[src/rtl/sqrt_u32.sv]
// sqrt_u32 -- pipelined unsigned integer square root, z = floor(sqrt(a)).
//
// Restoring digit recurrence that produces one root bit per stage and takes
// two radicand bits per stage, MSB first. The pipeline accepts one operand
// every clock and has no handshake.
//   Latency: WIDTH/2 cycles, or WIDTH/2+1 cycles with SQRT_ROUND_EN.
//
// Ports:
//   clk  in   1      rising-edge clock
//   rst  in   1      synchronous active-high reset; clears every stage and z
//   a    in   WIDTH  unsigned radicand, sampled every cycle
//   z    out  WIDTH  unsigned root, registered
//
// Configuration macro:
//   SQRT_ROUND_EN  when defined, z = round-to-nearest sqrt(a). This adds one
//                  register stage. The result can then reach 2^(WIDTH/2).
//
// Parameters:
//   WIDTH  operand/result width; must be even and >= 4

module sqrt_u32 #(
   parameter int unsigned WIDTH = 32
) (
   input  logic             clk,
   input  logic             rst,
   input  logic [WIDTH-1:0] a,
   output logic [WIDTH-1:0] z
);

   localparam int unsigned H  = WIDTH / 2;  // number of recurrence stages
   localparam int unsigned RW = H + 2;      // partial remainder width
   localparam int unsigned TW = RW + 2;     // trial (shifted remainder) width

   // Stage-input registers. Index 0 is the input register for a. At index 0
   // the remainder and root are always zero, so stage 0 starts from a clean
   // recurrence state.
   logic [WIDTH-1:0] rad_q  [H];
   logic [WIDTH-1:0] rad_d  [H];
   logic [RW-1:0]    rem_q  [H];
   logic [RW-1:0]    rem_d  [H];
   logic [H-1:0]     root_q [H];
   logic [H-1:0]     root_d [H];

   // Per-stage combinational recurrence step.
   logic [TW-1:0]    cur_w   [H];
   logic [TW-1:0]    sub_w   [H];
   logic             fit_w   [H];
   logic [RW-1:0]    remn_w  [H];
   logic [H-1:0]     rootn_w [H];

   logic [WIDTH-1:0] z_q;
   logic [WIDTH-1:0] z_d;

`ifdef SQRT_ROUND_EN
   logic [RW-1:0]    remf_q;
   logic [H-1:0]     rootf_q;
`endif

   always_comb begin
      for (int unsigned k = 0; k < H; k++) begin
         cur_w[k]   = {rem_q[k], rad_q[k][WIDTH-1 -: 2]};
         sub_w[k]   = {2'b00, root_q[k], 2'b01};
         fit_w[k]   = (cur_w[k] >= sub_w[k]);
         // The kept remainder never exceeds 2*root, so it always fits RW bits.
         remn_w[k]  = fit_w[k] ? RW'(cur_w[k] - sub_w[k]) : cur_w[k][RW-1:0];
         rootn_w[k] = {root_q[k][H-2:0], fit_w[k]};
      end
   end

   always_comb begin
      rad_d[0]  = a;
      rem_d[0]  = '0;
      root_d[0] = '0;
      for (int unsigned k = 1; k < H; k++) begin
         rad_d[k]  = rad_q[k-1] << 2;
         rem_d[k]  = remn_w[k-1];
         root_d[k] = rootn_w[k-1];
      end
   end

`ifdef SQRT_ROUND_EN
   // The remainder is a - r*r, so "rem > r" is the same test as a > r*r + r.
   always_comb begin
      if (remf_q > RW'(rootf_q)) begin
         z_d = WIDTH'({1'b0, rootf_q} + (H+1)'(1));
      end else begin
         z_d = WIDTH'(rootf_q);
      end
   end
`else
   always_comb begin
      z_d = WIDTH'(rootn_w[H-1]);
   end
`endif

   always_ff @(posedge clk) begin
      if (rst) begin
         for (int unsigned k = 0; k < H; k++) begin
            rad_q[k]  <= '0;
            rem_q[k]  <= '0;
            root_q[k] <= '0;
         end
`ifdef SQRT_ROUND_EN
         remf_q  <= '0;
         rootf_q <= '0;
`endif
         z_q <= '0;
      end else begin
         for (int unsigned k = 0; k < H; k++) begin
            rad_q[k]  <= rad_d[k];
            rem_q[k]  <= rem_d[k];
            root_q[k] <= root_d[k];
         end
`ifdef SQRT_ROUND_EN
         remf_q  <= remn_w[H-1];
         rootf_q <= rootn_w[H-1];
`endif
         z_q <= z_d;
      end
   end

   assign z = z_q;

endmodule

[config.mk]
export PLATFORM = sky130hd
export DESIGN_NAME = sqrt_u32
export DESIGN_NICKNAME = d
export VERILOG_FILES = /design/src/rtl/sqrt_u32.sv
export SDC_FILE = /design/constraint.sdc
export NUM_CORES = 1
export LEC_CHECK = 0
export CAP_MARGIN = 20
export CORE_AREA = 2 2 300 302
export CTS_BUF_LIST = sky130_fd_sc_hd__clkbuf_4
export CTS_CLUSTER_DIAMETER = 150
export CTS_CLUSTER_SIZE = 25
export DETAILED_ROUTE_END_ITERATION = 10
export DIE_AREA = 0 0 302 304
export DONT_BUFFER_PORTS = 1
export GPL_TIMING_DRIVEN = 1
export PLACE_DENSITY_LB_ADDON = 0.1
export SKIP_CTS_REPAIR_TIMING = 1
export SYNTH_ARGS = -nofsm -noshare
export SYNTH_HDL_FRONTEND = slang
export SYNTH_SLANG_ARGS = --single-unit
[constraint.sdc]
create_clock -name clk -period 3.2 [get_ports clk]
set_clock_uncertainty 0.2 [all_clocks]
set_input_delay 0.16 -clock clk [delete_from_list [all_inputs] [get_ports clk]]
set_output_delay 0.16 -clock clk [all_outputs]
set_load 0.01 [all_outputs]
==> flow_summary.json, run 1 <==
{
  "synthTopCellsByArea": "dfxtp_1, nor2b_1, ha_1",
  "synth-edff-count": 0,
  "outcome": "did not finish",
  "async_flop_share_pct": 0,
  "rows": 110,
  "ys.flop_type": "dfxtp_1",
  "synth_largest_area_cell": "dfxtp_1",
  "h-tree-depth": 1,
  "netlist_instances": 2815,
  "grt_max_degree": 654,
  "postGrtWorstEndpoint": "rem_q[1][49]$_SDFF_PP0_/D",
  "clk_path_buf_depth": 3,
  "start_util_pct": 29.7,
  "worst_path_end_type": "sequential cell input",
  "place_congestion": 0.794,
  "die_x_um": 302,
  "syn_area_um2": 26400,
  "cts_buffers": 30,
  "yosysTopAreaCellShare_pct": 49.9,
  "io_pins": 66,
  "yosysSeqAreaShare_pct": 49.9,
  "synth_cell_types": 73,
  "error_message": "[ERROR RSZ-0060] Max buffer count reached.",
  "haltStage": "global routing (5_1_grt)",
  "die_height_um": 304,
  "yosysWarnings": 0,
  "portBuffers": 0,
  "cts_sinks": 658,
  "ys_seq_elements": 658,
  "avgSynthCellArea_um2": 9.38,
  "dp_slack_ps": 118,
  "cts_root_buf": "clkbuf_4",
  "dp_hpwl_um": 37700
}
synthesized netlist by cell type, types with 31 or more instances:
| library cell | count |
|---|---|
| a21oi_1 | 126 |
| nand2_1 | 78 |
| dfxtp_1 | 658 |
| nor3_1 | 73 |
| inv_1 | 181 |
| a21o_1 | 34 |
| xor2_1 | 58 |
| nor2_1 | 435 |
| xnor2_1 | 114 |
| o21ai_0 | 69 |
| mux2i_1 | 60 |
| or3_1 | 31 |
| o21a_1 | 33 |
| ha_1 | 153 |
| clkbuf_1 | 80 |
| nor2b_1 | 307 |
logic make-up after synthesis:
kind of cell               count (synthesis)  share of synthesized area, %
DFF                                      658                          49.9
buffers and inverters                    290                          4.39
muxes                                     63                          2.40
AOI/OAI and AO/OA                        387                          9.44
xor gates and xnor gates                 172                          5.71
other                                      1                        0.0142
adders and majority gates                153                          7.25
and+or+nand+nor                         1091                          20.9
per-stage QoR:
stage	instance area (um^2)	hold slack [ps]	instances	utilization, %
2_1_floorplan	26500	88.2	2831	-
3_3_place_gp	27700	87.3	3926	31.1
3_5_place_dp	27700	79.0	3926	31.1
4_1_cts	28000	-1030	3960	31.5
==> run 2, diff against run 1 <==
==> config.mk (replaced) <==
export PLATFORM = sky130hd
export DESIGN_NAME = sqrt_u32
export DESIGN_NICKNAME = d
export VERILOG_FILES = /design/src/rtl/sqrt_u32.sv
export SDC_FILE = /design/constraint.sdc
export NUM_CORES = 1
export LEC_CHECK = 0
export CAP_MARGIN = 20
export CORE_AREA = 2 2 367 369
export DETAILED_ROUTE_END_ITERATION = 10
export DIE_AREA = 0 0 369 371
export DONT_BUFFER_PORTS = 1
export GPL_TIMING_DRIVEN = 1
export PLACE_DENSITY_LB_ADDON = 0.15
export SKIP_CTS_REPAIR_TIMING = 1
export SYNTH_ARGS = -nofsm -noshare
export SYNTH_HDL_FRONTEND = slang
export SYNTH_SLANG_ARGS = --single-unit
==> run 2 against run 1 <==
  * Synthesized area did not move
  * The flow now finishes, with violations (negative hold slack, max-slew violations)
  * Synthesized cell count did not move
==> flow_summary.json, run 2 <==
{
  "outcome": "complete, but fails checks",
  "violations": "negative hold slack, max-slew violations",
  "io_pins": 66,
  "grt_first_pass_wirelength_um": 96000,
  "setup_viol": 0,
  "cts_buffers": 77,
  "synth_largest_area_cell": "dfxtp_1",
  "r2r_start": "root_q[0][96]$_SDFF_PP0_",
  "peakVddDrop_mv": 0.438,
  "nets": 3583,
  "grt_pass1_vias": 18000,
  "antenna_found_initial": 1,
  "netlist_top_cells_count": "dfxtp_1, nor2_1, nor2b_1, inv_1, ha_1",
  "slowest_delay_ps": 590,
  "yosysSeqAreaShare_pct": 49.9,
  "cp_max_fo": 4,
  "netlist_instances": 2815,
  "worst_pin_slew_ps": 1600,
  "hold_end": "rad_q[0][0]$_SDFF_PP0_",
  "cp.arrival_ps": 3350,
  "cts_root_buf": "clkbuf_16",
  "power-per-cell-area_nw_per_um2": 852,
  "final_cell_mix": "dfxtp_1, dlygate4sd3_1, nor2_1",
  "routed_via_density": 3.84,
  "fmax_ghz": 0.328,
  "cellLeakagePower_nw": 16.0,
  "hold_viol_final": 93,
  "clk_pin_slew_ps": 60,
  "start_util_pct": 19.9,
  "drtPass1Iterations": 5,
  "diodes": 0,
  "setup_ws_ps": 154,
  "h-tree-depth": 3,
  "clk_latency_ps": 640,
  "top_register": "rad_q",
  "syn_area_um2": 26400,
  "hold_path_class": "in2reg",
  "period_needed_ps": 3050,
  "worst-setup-path-type": "reg2reg",
  "cp_common_cell": "nor2_1",
  "top_regs": "rad_q (272), rem_q (250), root_q (120)",
  "rows": 134,
  "dp_hpwl_um": 40400,
  "rsz0062_at_grt": "no",
  "holdCritStartpoint": "rst",
  "portBuffers": 0,
  "die_x_um": 369,
  "gr-total-overflow": 0,
  "async_flop_share_pct": 0,
  "cp.required_ps": 3500,
  "coreArea_um2": 133000,
  "drtIter0Drc": 817,
  "r2r_cells": 11,
  "start_kind": "flip-flop",
  "drv_cap": 0,
  "yosysTopAreaCellShare_pct": 49.9,
  "largest_register_ffs": 272,
  "drive_gt1_share_pct": 5.88,
  "routed_wl_um": 61500,
  "max_slew_margin_pct": -6.42,
  "place_congestion": 0.733,
  "die_height_um": 371,
  "num_vias": 20100,
  "slowest_stage": "dlygate4sd3_1",
  "grt_usage_pct": 8.63,
  "drv_slew": 66,
  "wl_per_cell_um": 11.8,
  "syn_to_final_growth_pct": 39.2,
  "whs_ps": -594,
  "ys.flop_type": "dfxtp_1",
  "synth.most_common_cell": "dfxtp_1",
  "yosysWarnings": 0,
  "drc_errors": 0,
  "synth-edff-count": 0,
  "die_area_um2": 137000,
  "fin_tns_setup_ps": 0,
  "dp_slack_ps": 177,
  "tritoncts": "built",
  "avgSynthCellArea_um2": 9.38,
  "cts_sinks": 658,
  "finalCritPeriodShare_pct": 95.2,
  "synthTopCellsByArea": "dfxtp_1, nor2b_1, ha_1",
  "ant_nets": 0,
  "path_cells": "inv_1, ha_1, nor2b_1, o21ai_0, a21oi_1, nor2_1, and3_1, nand2_1, xor2_1, nor2_1, dlygate4sd3_1",
  "layout_commonest_cell": "dfxtp_1",
  "ff2ff_setup_slack_ps": 150,
  "min_path_cells": 1,
  "r2r-end": "rem_q[0][142]$_SDFF_PP0_",
  "grt_max_degree": 654,
  "synth_cell_types": 73,
  "ys_seq_elements": 658,
  "clk_path_buf_depth": 3,
  "endpoint_kind": "flip-flop"
}
==> run 2: critical path, delay by kind of cell, from the launching register on <==
family,cells,cell delay [ps]
buffers and inverters,2,640
xor gates and xnor gates,1,140
DFF,1,300
adders and majority gates,1,330
AOI/OAI and AO/OA,2,600
and+or+nand+nor,5,720
==> run 2: worst max path at each step <==
stage                                   startpoint                       end  slack, ps  cells past startpoint
after global routing      root_q[0][80]$_SDFF_PP0_  rem_q[0][124]$_SDFF_PP0_         10                     11
after detailed placement  root_q[1][80]$_SDFF_PP0_  rem_q[1][112]$_SDFF_PP0_        180                     11
final                     root_q[0][96]$_SDFF_PP0_  rem_q[0][142]$_SDFF_PP0_        150                     11
after CTS                 root_q[1][80]$_SDFF_PP0_  rem_q[1][112]$_SDFF_PP0_        150                     11
after global placement    root_q[1][80]$_SDFF_PP0_  rem_q[1][112]$_SDFF_PP0_        220                     11
after floorplan            root_q[1][0]$_SDFF_PP0_   rem_q[1][22]$_SDFF_PP0_        310                     12
==> run 2: report_power, final <==
group,leakage [nW],internal (mW),switching (mW),total (mW)
Combinational,9.26,5.64,6.27,11.9
Clock,1.32,5.67,3.49,9.16
Sequential,5.39,9.42,0.835,10.3
==> run 2: kinds of logic after synthesis <==
family          after synthesis  share of synthesized area (%)
compound gates              387                           9.44
simple gates               1091                           20.9
xor+xnor                    172                           5.71
mux                          63                           2.40
buf+inv                     290                           4.39
flops                       658                           49.9
other cells                   1                         0.0142
fa+ha+maj                   153                           7.25
==> run 2: per-layer routing <==
metal	up-vias	part of all wire, %	track usage (%)
met3	91	3.9	2.01
met4	0	2.5	3.40
met1	9260	48	11.3
met5	-	0	0
li1	10500	-	-
met2	206	46	13.6
==> run 2: final cells by class <==
type                    count  area, um^2
clock buffers             103        2220
clock inverters            31         444
fillers                 14300       96000
inverters                 181         679
multi-input cells        1883       12200
flip-flops and latches    658       13200
well taps                1768        2210
repair buffers            595        5880
==> run 2: through the flow <==
stage | hold WS [ps] | utilization, % | std cells | cell area [um^2] | total power [mW]
6_report | -594 | 27.7 | 5219 | 36800 | 31.3
5_1_grt | -629 | 27.7 | 5219 | 36800 | 33.8
4_1_cts | -636 | 23.6 | 4672 | 31300 | 31.5
3_5_place_dp | 70.1 | 21.6 | 4538 | 28600 | 22.0
3_3_place_gp | 78.0 | 21.6 | 4538 | 28600 | 22.1
2_1_floorplan | 88.2 | - | 2831 | 26500 | 18.9
Power figures use the tool's default switching activity.
==> run 3, diff against run 2 <==
--- a/config.mk
+++ b/config.mk
@@ -5,10 +5,11 @@
 export SDC_FILE = /design/constraint.sdc
 export NUM_CORES = 1
 export LEC_CHECK = 0
+export ABC_AREA = 1
 export CAP_MARGIN = 20
-export CORE_AREA = 2 2 367 369
+export CORE_AREA = 2 2 394 396
 export DETAILED_ROUTE_END_ITERATION = 10
-export DIE_AREA = 0 0 369 371
+export DIE_AREA = 0 0 396 398
 export DONT_BUFFER_PORTS = 1
 export GPL_TIMING_DRIVEN = 1
 export PLACE_DENSITY_LB_ADDON = 0.15
==> run 3 against run 2 <==
  * The flow now finishes without violations
  * Highest routed layer unchanged
  * Synthesized cell count up 53%
  * Largest cell class is now multi-input combinational cells
  * Count of clock-buffer cells in the layout up 8
  * Die area is 15% higher
==> flow_summary.json, run 3 <==
{
  "power-per-cell-area_nw_per_um2": 882,
  "clk_pin_slew_ps": 60,
  "ys.flop_type": "dfxtp_1",
  "worst_pin_slew_ps": 839,
  "syn_to_final_growth_pct": 32.1,
  "max_slew_margin_pct": 44.1,
  "synth_largest_area_cell": "dfxtp_1",
  "die_height_um": 398,
  "ys_seq_elements": 658,
  "die_area_um2": 158000,
  "fin_tns_setup_ps": 0,
  "placedCellCount": 6252,
  "drtPass1Iterations": 5,
  "async_flop_share_pct": 0,
  "grt_usage_pct": 10.8,
  "drive_gt1_share_pct": 5.28,
  "cts_buffers": 79,
  "start_kind": "flip-flop",
  "top_register": "rad_q",
  "antenna_found_initial": 0,
  "grt_first_pass_wirelength_um": 136000,
  "final_cell_mix": "nand2_1, nor2_1, inv_1",
  "nets": 4975,
  "tritoncts": "built",
  "largest_register_ffs": 272,
  "cp.required_ps": 3540,
  "diodes": 0,
  "avgSynthCellArea_um2": 7.08,
  "drtIter0Drc": 1171,
  "final_cell_count_no_fill": 6892,
  "crit_start": "root_q[1][37]$_SDFF_PP0_",
  "setup_viol": 0,
  "h-tree-depth": 3,
  "yosysTopAreaCellShare_pct": 43.3,
  "start_util_pct": 19.9,
  "cp_max_fo": 27,
  "drv_cap": 0,
  "die_x_um": 396,
  "endpoint_kind": "flip-flop",
  "yosysWarnings": 0,
  "synthTopCellsByArea": "dfxtp_1, nand2_1, nor2_1",
  "clk_path_buf_depth": 3,
  "endpoint": "root_q[1][48]$_SDFF_PP0_",
  "hold_path_class": "in2reg",
  "drv_slew": 0,
  "finalCritPeriodShare_pct": 93.8,
  "rsz0062_at_grt": "no",
  "worst-setup-path-type": "reg2reg",
  "netlist_top_cells_count": "nand2_1, nor2_1, inv_1, dfxtp_1, nand3_1",
  "dp_hpwl_um": 62200,
  "peakVddDrop_mv": 0.459,
  "r2r_cells": 9,
  "cp.arrival_ps": 3340,
  "ant_nets": 0,
  "place_congestion": 0.785,
  "routed_via_density": 3.82,
  "r2r_start": "root_q[1][37]$_SDFF_PP0_",
  "grt_pass1_vias": 24700,
  "synth_cell_types": 51,
  "layout_commonest_cell": "nand2_1",
  "cellLeakagePower_nw": 19.1,
  "drc_errors": 0,
  "syn_area_um2": 30400,
  "cts_sinks": 658,
  "synth.most_common_cell": "nand2_1",
  "cts_root_buf": "clkbuf_16",
  "wl_per_cell_um": 12.8,
  "synth-edff-count": 0,
  "gr-total-overflow": 0,
  "fillers": 17200,
  "outcome": "complete, no violations",
  "portBuffers": 0,
  "routed_wl_um": 88000,
  "period_needed_ps": 3000,
  "ff2ff_setup_slack_ps": 200,
  "yosysSeqAreaShare_pct": 43.3,
  "grt_max_degree": 508,
  "io_pins": 66,
  "fmax_ghz": 0.333,
  "netlist_instances": 4301,
  "rows": 144,
  "top_regs": "rad_q (272), rem_q (250), root_q (120)",
  "hold_viol_final": 0,
  "clk_latency_ps": 680,
  "coreArea_um2": 153000,
  "num_vias": 26300,
  "r2r-end": "root_q[1][48]$_SDFF_PP0_"
}
-- run 3: changes by cell type in the layout (fill, tap and decap cells not counted), moves of 58 or more --
cell and change:
inv_1 +557, mux2i_1 -60, nand2_1 +830, nand3_1 +142, nor2_1 +470, nor2b_1 -307, xnor2_1 -58
-- run 3: area by class of cell --
type / instances / area, um^2 / share of cell area (%)
repair buffers: 502 / 5080 / 12.6
clock inverters: 30 / 437 / 1.09
flip-flops and latches: 658 / 13200 / 32.8
well taps: 2044 / 2560 / 6.36
inverters: 761 / 2860 / 7.11
multi-input cells: 2786 / 13800 / 34.4
clock buffers: 111 / 2280 / 5.66
-- run 3: where the power goes --
part | total (mW) | switching, mW | internal (mW)
logic | 15.8 | 10.0 | 5.77
registers | 10.4 | 0.918 | 9.46
clock network | 9.33 | 3.76 | 5.57
total | 35.5 | 14.7 | 20.8
-- run 3: kinds of logic after synthesis --
logic type | Yosys count | share of synthesized area [%]
and+or+nand+nor | 2169 | 29.6
AOI/OAI and AO/OA | 336 | 6.19
xor gates and xnor gates | 111 | 3.19
adders and majority gates | 153 | 6.29
buffers and inverters | 873 | 11.5
DFF | 658 | 43.3
other | 1 | 0.0123
-- run 3: critical path, stage by stage (launching register included) --
cell,delay (ps)
dfxtp_1,320
inv_1,60
ha_1,350
a21oi_1,260
nand2_1,120
a21oi_2,240
nand3_4,320
inv_1,280
nor2_1,100
dlygate4sd3_1,610
-- run 3: routing by layer --
metal | share of wire, % | GRT usage, %
met2 | 46 | 18.0
met1 | 48 | 14.2
met4 | 2.1 | 2.68
met5 | 0 | 0
met3 | 3.4 | 2.04
-- run 3: how the worst min path moves through the flow --
stage                     from                  endpoint  slack (ps)  cells past startpoint
after global placement    a[0]    rad_q[0][0]$_SDFF_PP0_          70                      2
after global routing       rst   rad_q[0][77]$_SDFF_PP0_         -60                      2
after CTS                  rst   rad_q[0][26]$_SDFF_PP0_        -700                      1
after detailed placement   rst   rad_q[0][26]$_SDFF_PP0_          70                      1
final                      rst    rad_q[0][1]$_SDFF_PP0_          90                      2
after floorplan            rst  root_q[0][32]$_SDFF_PP0_          60                      1
-- run 3: metrics by stage --
step / total power [mW] / utilization, % / hold slack, ps / setup slack [ps] / area, um^2
finish: 35.5 / 26.2 / 87.9 / 199 / 40200
global route: 38.8 / 26.2 / -56.1 / 19.3 / 40200
CTS: 35.2 / 22.9 / -701 / 625 / 35200
detailed placement: 25.6 / 21.2 / 68.7 / 631 / 32500
global placement: 25.7 / 21.2 / 69.9 / 640 / 32500
floorplan: 22.0 / - / 57.1 / 1220 / 30500
